--- src/rtl/shifter_pkg.sv ---
// Shared types, default width and golden shift model for the ALU shifter.
// The rotate option is controlled by the SHIFTER_ROR_EN macro in the design files.
package shifter_pkg;

    localparam int SHIFT_W = 16;

    typedef enum logic {
        SHIFT_SLL = 1'b0,
        SHIFT_SRA = 1'b1
    } shift_mode_e;

    // Behavioural reference; the datapath never uses these operators.
    function automatic logic [SHIFT_W-1:0] shift_ref(
        input logic [SHIFT_W-1:0]         data,
        input logic [$clog2(SHIFT_W)-1:0] amt,
        input shift_mode_e                mode
    );
        logic signed [SHIFT_W-1:0] sdata;
        sdata = $signed(data);
        if (mode == SHIFT_SRA)
            shift_ref = sdata >>> amt;
        else
            shift_ref = data << amt;
    endfunction

endpackage

--- src/rtl/shifter_unit_stage.sv ---
// One log-shifter stage: shifts by the fixed distance DIST when en is set.
// With SHIFTER_ROR_EN defined, a rot input selects rotate-right over mode.
module shift_stage
    import shifter_pkg::*;
#(
    parameter int WIDTH = SHIFT_W,
    parameter int DIST  = 1
) (
    input  logic [WIDTH-1:0] data,
    input  logic             en,
    input  logic             mode,
`ifdef SHIFTER_ROR_EN
    input  logic             rot,
`endif
    output logic [WIDTH-1:0] result
);

    logic [WIDTH-1:0] sll_d;
    logic [WIDTH-1:0] sra_d;

    assign sll_d = {data[WIDTH-DIST-1:0], {DIST{1'b0}}};
    assign sra_d = {{DIST{data[WIDTH-1]}}, data[WIDTH-1:DIST]};

`ifdef SHIFTER_ROR_EN
    logic [WIDTH-1:0] ror_d;
    assign ror_d = {data[DIST-1:0], data[WIDTH-1:DIST]};
`endif

    always_comb begin
        result = data;
        if (en) begin
            if (shift_mode_e'(mode) == SHIFT_SRA)
                result = sra_d;
            else
                result = sll_d;
`ifdef SHIFTER_ROR_EN
            if (rot)
                result = ror_d;
`endif
        end
    end

endmodule

--- src/rtl/shifter_unit.sv ---
// Registered 16-bit barrel shifter (SLL / SRA) built as a cascade of log stages.
// Defining SHIFTER_ROR_EN adds the Rot port and rotate-right support.
module shifter_unit
    import shifter_pkg::*;
#(
    parameter int WIDTH = SHIFT_W
) (
    input  logic                     clk,
    input  logic                     rst,
    input  logic [WIDTH-1:0]         Shift_In,
    input  logic [$clog2(WIDTH)-1:0] Shift_Val,
    input  logic                     Mode,
`ifdef SHIFTER_ROR_EN
    input  logic                     Rot,
`endif
    output logic [WIDTH-1:0]         Shift_Out
);

    localparam int AW = $clog2(WIDTH);

    // stage_d[k] feeds stage k; stage_d[AW] is the fully shifted value
    logic [WIDTH-1:0] stage_d [0:AW];

    assign stage_d[0] = Shift_In;

    for (genvar k = 0; k < AW; k++) begin : g_stage
        shift_stage #(
            .WIDTH (WIDTH),
            .DIST  (1 << k)
        ) u_stage (
            .data   (stage_d[k]),
            .en     (Shift_Val[k]),
            .mode   (Mode),
`ifdef SHIFTER_ROR_EN
            .rot    (Rot),
`endif
            .result (stage_d[k+1])
        );
    end

    // ---- stage p0: output register ----
    always_ff @(posedge clk) begin
        if (rst)
            Shift_Out <= '0;
        else
            Shift_Out <= stage_d[AW];
    end

endmodule

--- config.mk ---
export PLATFORM = sky130hd
export DESIGN_NAME = shifter_unit
export DESIGN_NICKNAME = d
export VERILOG_FILES = /design/src/rtl/shifter_pkg.sv /design/src/rtl/shifter_unit_stage.sv /design/src/rtl/shifter_unit.sv
export SDC_FILE = /design/constraint.sdc
export NUM_CORES = 1
export LEC_CHECK = 0
export CORE_ASPECT_RATIO = 0.75
export CORE_MARGIN = 4
export CORE_UTILIZATION = 45
export CTS_BUF_LIST = sky130_fd_sc_hd__clkbuf_4 sky130_fd_sc_hd__clkbuf_8
export DETAILED_ROUTE_END_ITERATION = 16
export PLACE_DENSITY = 0.7
export SYNTH_ARGS = -nofsm -noshare
export SYNTH_HDL_FRONTEND = slang
export SYNTH_SLANG_ARGS = --single-unit
--- constraint.sdc ---
create_clock -name clk -period 2.4 [get_ports clk]
set_input_delay 0.6 -clock clk [delete_from_list [all_inputs] [get_ports clk]]
set_output_delay 0.6 -clock clk [all_outputs]
set_load 0.05 [all_outputs]
== After elaboration in Yosys (flattened, before gate mapping) ==
Index checks and enable logic that the tools add are counted.

* Input port bits: 23
* Logic and storage cells: 9
* Bits in registers: 16

* Mux-type cells: 8

{| class="wikitable"
|+ Operator list
! operator !! count
|-
| $mux 16 || 8
|}

== Depth between registers and ports, before layout ==
Gate-level depths: netlist (run 1).

* Depth in word-level cells: 8
* Gate-level depth with buffers: 8

== Hierarchy ==
Synthesis (run 1) repeated with hierarchy kept, for this count alone.

* Cells, all modules: 231
* Area, all modules: 1747.9 um2

{| class="wikitable"
|+ Modules (own cells, without submodules)
! module !! cells an instance !! area an instance (um2) !! times used
|-
| shifter_unit || 33 || 464.2 || 1
|-
| shift_stage at g_stage[0].u_stage || 52 || 339.1 || 1
|-
| shift_stage at g_stage[1].u_stage || 52 || 334.1 || 1
|-
| shift_stage at g_stage[2].u_stage || 52 || 324.1 || 1
|-
| shift_stage at g_stage[3].u_stage || 42 || 286.5 || 1
|}

== Worst setup path after synthesis (run 1) ==
OpenSTA, ideal clock, no wires.

* Path type: in2reg
* Start point: input port Mode
* End point: register Shift_Out[6]
* Arrival: 1726 ps
* Cell stages on the path: 7
* Setup time: 120 ps
* Setup slack: 554 ps
* Cells stage by stage: buf_6 -> buf_12 -> mux2i_1 -> a21oi_1 -> a2bb2oi_1 -> a211oi_1 -> a211o_1

* Cells in the longest elaborated chain, start to end: 8

{| class="wikitable"
|+ Ends and longest elaborated chain
! what !! RTL line !! source
|-
| start: declaration || shifter_unit.sv:12 || <nowiki>input logic Mode,</nowiki>
|-
| $mux 16 || shifter_unit_stage.sv:32 || <nowiki>if (shift_mode_e'(mode) == SHIFT_SRA)</nowiki>
|-
| $mux 16 || shifter_unit_stage.sv:31 || <nowiki>if (en) begin</nowiki>
|-
| $mux 16 || shifter_unit_stage.sv:32 ||
|-
| $mux 16 || shifter_unit_stage.sv:31 ||
|-
| $mux 16 || shifter_unit_stage.sv:32 ||
|-
| $mux 16 || shifter_unit_stage.sv:31 ||
|-
| $mux 16 || shifter_unit_stage.sv:32 ||
|-
| $mux 16 (*) || shifter_unit_stage.sv:31 ||
|-
| end signal: assignment || shifter_unit.sv:46 || <nowiki>Shift_Out <= stage_d[AW];</nowiki>
|-
| end: declaration || shifter_unit.sv:16 || <nowiki>output logic [WIDTH-1:0] Shift_Out</nowiki>
|}

Mark *: on every way between the ends. The rest lies on a longest branch, timed or not.
A chain may end at the register's enable or synchronous reset.

== Worst setup path in the final report (run 1) ==
* Start point: input port Shift_In[6]
* End point: register Shift_Out[0]

* Cells in the longest elaborated chain, start to end: 7

{| class="wikitable"
|+ Ends and longest elaborated chain
! what !! RTL line !! source
|-
| start: declaration || shifter_unit.sv:10 || <nowiki>input logic [WIDTH-1:0] Shift_In,</nowiki>
|-
| $mux 16 (*) || shifter_unit_stage.sv:31 ||
|-
| $mux 16 (*) || shifter_unit_stage.sv:32 ||
|-
| $mux 16 (*) || shifter_unit_stage.sv:31 ||
|-
| $mux 16 || shifter_unit_stage.sv:32 ||
|-
| $mux 16 (*) || shifter_unit_stage.sv:31 ||
|-
| $mux 16 || shifter_unit_stage.sv:32 ||
|-
| $mux 16 (*) || shifter_unit_stage.sv:31 ||
|}

Marked as above.

==> results.ini, run 1 <==
[status]
outcome=finished, final reports clean

[routing]
routed_wl_um=6770
post_drt_wl_per_cell_um=18.1
drt_pre_antenna_iters=5
dr.first_iter.drc_count=300
num_vias=2395
via_per_inst=6.40
ant_nets=0
drc=0

[synthesis]
synthMuxAreaShare=0.157
synth_seq_cells=16
synth-adder-area-share=0
synth-simple-area-share=0.191
synthCells=267
postSynthAreaPerCell_um2=7.45
yosysTopAreaCell=dfxtp_1
synthArstFlopShare=0
yosysTopAreaCellShare=0.161
ys.flop_type=dfxtp_1
synth_area_leaders=dfxtp_1 (16%), mux2i_1 (10%), a21oi_1 (7.0%)
synth-compound-area-share=0.402
yosysWarningCount=0
syn-cell-area_um2=1990
syn_nets=290
synth_edf_count=0
synth_cell_types=54
synth_seq_area_share=0.161
synth_xor_area_frac=0
synth_top_family_by_area=compound AO/OA/AOI/OAI gates

[floorplan]
io_pins=39
die_h_um=65.6
core_area_um2=4150
die_w_um=84.8
die-area_um2=5560
start_util=0.479
core.rowCount=20

[min_path]
worstHoldStart=Mode
hold_class=in2reg

[critical_path]
path_max_fanout=8
path_class=in2reg
cp-end-kind=flop
startpoint=Shift_In[6]
required_ns=2.52
crit_chain=clkdlybuf4s50_1 -> mux4_2 -> a21o_1 -> a21oi_1 -> o221ai_1
startpoint_type=primary input
cpPeakStageDelay_ns=0.58
worstPathArrival_ns=2.33
slowest_stage=clkdlybuf4s50_1
critPathTopFamily=compound AO/OA/AOI/OAI gates
cp_num_buf_inv=1

[final_layout]
top_regs=Shift_Out (16)
top_register=Shift_Out
finalNonFillerCells=374
insertedDiodeCount=0
finalNetCount=344
n_fill_cell=392
layout_common_cells=clkdlybuf4s50_1 (36), buf_4 (32), nor2_1 (31), a21oi_1 (28), mux2i_1 (20)
area_growth_pct=30.7
largest_register_ffs=16
register_area_um2=320
drive_gt1_frac=0.160
multiInputGateArea_um2=1490
layout_commonest_cell=clkdlybuf4s50_1

[clock_tree]
cts_tree=done
htreeDepth=1
cts-buffers-inserted=3
cts_sinks=16
path_clk_slew_ns=0.06
cts_repair_resize_count=0
cts_hold_buf=0
root_buffer=clkbuf_8
cts_buffer_depth=2
postCtsSetupBuffers=0

[grt]
grt_pass1_wl_um=11100
grt_pass1_vias=2195
grt_overflow_total=0
antenna_found_initial=0
grt_max_degree=27
grt_usage=0.248

[sta]
fin_tns_setup_ns=0
final_hold_viol_count=0
timing.fmax_mhz=452
min_period_ns=2.21
fin_crit_sh=0.922
tightest_slew_ns=0.679
slew_viol_final=0
max_slew_margin=0.547
setup_viol=0
rsz0062_at_grt=false

[place]
gp_congestion=0.959
place.port_buffers=38
dp.cells=371
hpwl_um=5370

[run]
cap_violations=0

[power]
fin_total_pwr_mw=1.03
power_density_nw_per_um2=395
leakage_nw=1.05
ir_drop_mv=0.275

-- layout make-up --
cell class,instances,area share
multi-input cells,221,0.574
repair buffers,72,0.250
flip-flops and latches,16,0.123
well taps,55,0.0265
clock buffers,3,0.0159
inverters,7,0.0101
-- final timing paths --
kind / to / slack [ns] / cells past startpoint
worst min-delay path: Shift_Out[0] / 1.09 / 4
worst max-delay path: Shift_Out[0] / 0.19 / 5
-- cells by family after synthesis --
kind of cell / Yosys count
AO/OA/AOI/OAI: 114
buffers and inverters: 30
flip-flops: 16
multiplexers: 27
AND/OR/NAND/NOR: 80
-- synth_stat cells, drive strengths merged (2+ instances only) --
cell type  number
a211oi         16
a311o           2
a21oi          28
a31oi           6
nor3            5
a311oi          3
and2            4
o21ai          17
mux2            4
o2bb2ai         3
mux4            3
nand3           4
a211o           5
mux2i          20
o21bai          2
nor2b           6
inv             6
o211ai          3
nand2          16
clkbuf          9
nor2           31
a221oi          2
nand2b          8
o21a            2
or3             2
a21o            7
o311ai          2
o221ai          3
dfxtp          16
buf            14
-- power by group --
| group | leakage, nW | switching (mW) | internal (mW) |
|---|---|---|---|
| registers | 0.133 | 0.00574 | 0.288 |
| logic | 0.899 | 0.312 | 0.220 |
| clock network | 0.0216 | 0.0892 | 0.111 |
-- layer usage --
metal,wire length [µm],vias to the layer above,global-route usage
li1,-,1132,-
met1,3020,1111,0.347
met2,2950,137,0.388
met3,663,15,0.0514
met4,128,0,0.0652
met5,0,-,0
-- tightest hold or removal path, delay by kind of cell --
family	cells	cell delay [ns]
buffers and inverters	2	0.47
AOI/OAI and AO/OA	1	0.12
and+or+nand+nor	1	0.08
-- stage by stage --
stage                     instance area [µm²]  utilization  hold WS, ns  setup slack [ns]
after global routing                     2600        0.626         1.14             0.111
after detailed placement                 2560        0.616         1.34           -0.0260
final                                    2600        0.626         1.09             0.187
after CTS                                2600        0.626         1.08             0.220
after global placement                   2560        0.616         1.34           -0.0589
after floorplan                          1990            -        0.820             0.554
Power figures use the tool's default switching activity.
==> inputs of run 2 (changes only) <==
CORE_MARGIN = 5   (was 4)
GPL_TIMING_DRIVEN = 1   (was not set)
==> run 2 against run 1 <==
  * Die area up 5.5%
  * Critical path depth up 1
  * Highest routed layer unchanged
  * Clock power down 2%
  * First-iteration DRC count down 6.0%
==> results.ini, run 2 (synthesized netlist as in run 1, its figures left out) <==
[status]
outcome=finished, final reports clean

[floorplan]
io_pins=39
core_area_um2=4360
start_util=0.456
die_w_um=86.8
die_h_um=67.6
core.rowCount=21
die-area_um2=5860

[final_layout]
finalNetCount=345
area_growth_pct=30.6
layout_common_cells=clkdlybuf4s50_1 (36), buf_4 (34), nor2_1 (31), a21oi_1 (28), mux2i_1 (20)
n_fill_cell=414
top_register=Shift_Out
top_regs=Shift_Out (16)
largest_register_ffs=16
insertedDiodeCount=0
drive_gt1_frac=0.163
layout_commonest_cell=clkdlybuf4s50_1

[clock_tree]
root_buffer=clkbuf_8
path_clk_slew_ns=0.06
cts_hold_buf=0
postCtsSetupBuffers=0
cts-buffers-inserted=3
cts_tree=done
cts_repair_resize_count=0
cts_sinks=16
htreeDepth=1
cts_buffer_depth=2

[grt]
grt_pass1_wl_um=10700
grt_pass1_vias=2118
grt_max_degree=28
grt_overflow_total=0
grt_usage=0.232
antenna_found_initial=0

[routing]
via_per_inst=6.33
ant_nets=0
drc=0
routed_wl_um=6680
num_vias=2386
post_drt_wl_per_cell_um=17.7
drt_pre_antenna_iters=5
dr.first_iter.drc_count=282

[power]
switching_share=0.394
intPower_mw=0.619
sequentialPowerShare=0.287
comb_power_share=0.520
p_sw_mw=0.403
ir_drop_mv=0.233
power_density_nw_per_um2=394
leakage_nw=1.05
clockPowerShare=0.193

[critical_path]
required_ns=2.58
crit_chain=clkdlybuf4s50_1 -> mux2i_1 -> a211oi_2 -> nor2_1 -> or3b_1 -> o2bb2ai_1
slowest_stage=clkdlybuf4s50_1
cpPeakStageDelay_ns=0.58
worstPathArrival_ns=2.36
startpoint_type=primary input
cp-end-kind=flop
cp_num_buf_inv=1
path_class=in2reg
path_max_fanout=6
critPathTopFamily=buffers and inverters

[sta]
fin_tns_setup_ns=0
rsz0062_at_grt=false
min_period_ns=2.18
fin_crit_sh=0.910
setup_viol=0
hold_ws_ns=1.05
slew_viol_final=0
tightest_slew_ns=0.534
final_hold_viol_count=0
max_slew_margin=0.643
timing.fmax_mhz=458

[min_path]
worstHoldStart=Mode
holdPathStages=4
hold_class=in2reg
hold_path_end=Shift_Out[3]

[place]
gp_congestion=0.954
hpwl_um=5250
place.port_buffers=38

[run]
cap_violations=0

[run 2: cell count changes in the layout (fill, tap and decap cells not counted)]
cell	delta
buf_4	+2
buf_12	-1
[run 2: area by class of cell]
cell class | instances | area [µm²] | share of cell area
Multi-Input combinational cell | 221 | 1490 | 0.574
Timing Repair Buffer | 73 | 646 | 0.249
Sequential cell | 16 | 320 | 0.123
Tap cell | 57 | 71.3 | 0.0275
Clock buffer | 3 | 41.3 | 0.0159
Inverter | 7 | 26.3 | 0.0101
[run 2: power by group through the flow]
stage | logic (mW) | registers [mW] | clock network, mW
2_1_floorplan | 0.252 | 0.378 | 0
3_3_place_gp | 0.522 | 0.299 | 0
3_5_place_dp | 0.522 | 0.299 | 0
4_1_cts | 0.524 | 0.294 | 0.202
5_1_grt | 0.568 | 0.296 | 0.214
6_report | 0.532 | 0.293 | 0.197
[run 2: layer usage]
metal	vias up	wire (µm)	GRT usage
met3	10	661	0.0463
met1	1105	3000	0.335
met4	0	80	0.0525
li1	1132	-	-
met5	-	0	0
met2	139	2940	0.355
[run 2: worst min-delay path, stage by stage]
cell,delay (ns)
buf_2,0.23
buf_4,0.25
nand3_1,0.08
a31oi_1,0.08
[run 2: worst max-delay path by stage]
stage | from | to | slack, ns | depth (start not counted)
5_1_grt | Shift_In[2] | Shift_Out[13] | 0.11 | 6
6_report | Shift_In[2] | Shift_Out[13] | 0.22 | 6
2_1_floorplan | Mode | Shift_Out[6] | 0.55 | 7
4_1_cts | Shift_In[1] | Shift_Out[10] | 0.25 | 6
3_5_place_dp | Shift_In[1] | Shift_Out[10] | -0.008 | 6
3_3_place_gp | Shift_In[9] | Shift_Out[4] | -0.003 | 7
[run 2: metrics by stage]
step	area (µm²)	total power [mW]	utilization	std cells	setup slack, ns
2_1_floorplan	1990	0.629	-	267	0.554
3_3_place_gp	2550	0.821	0.586	374	-0.00321
3_5_place_dp	2550	0.821	0.586	374	-0.00786
4_1_cts	2600	1.02	0.595	377	0.253
5_1_grt	2600	1.08	0.595	377	0.107
6_report	2600	1.02	0.595	377	0.217
==> inputs of run 3 (changes only) <==
CAP_MARGIN = 20   (was not set)
==> results of run 3 <==
Final layout, timing and power as in run 2 (identical DEF).
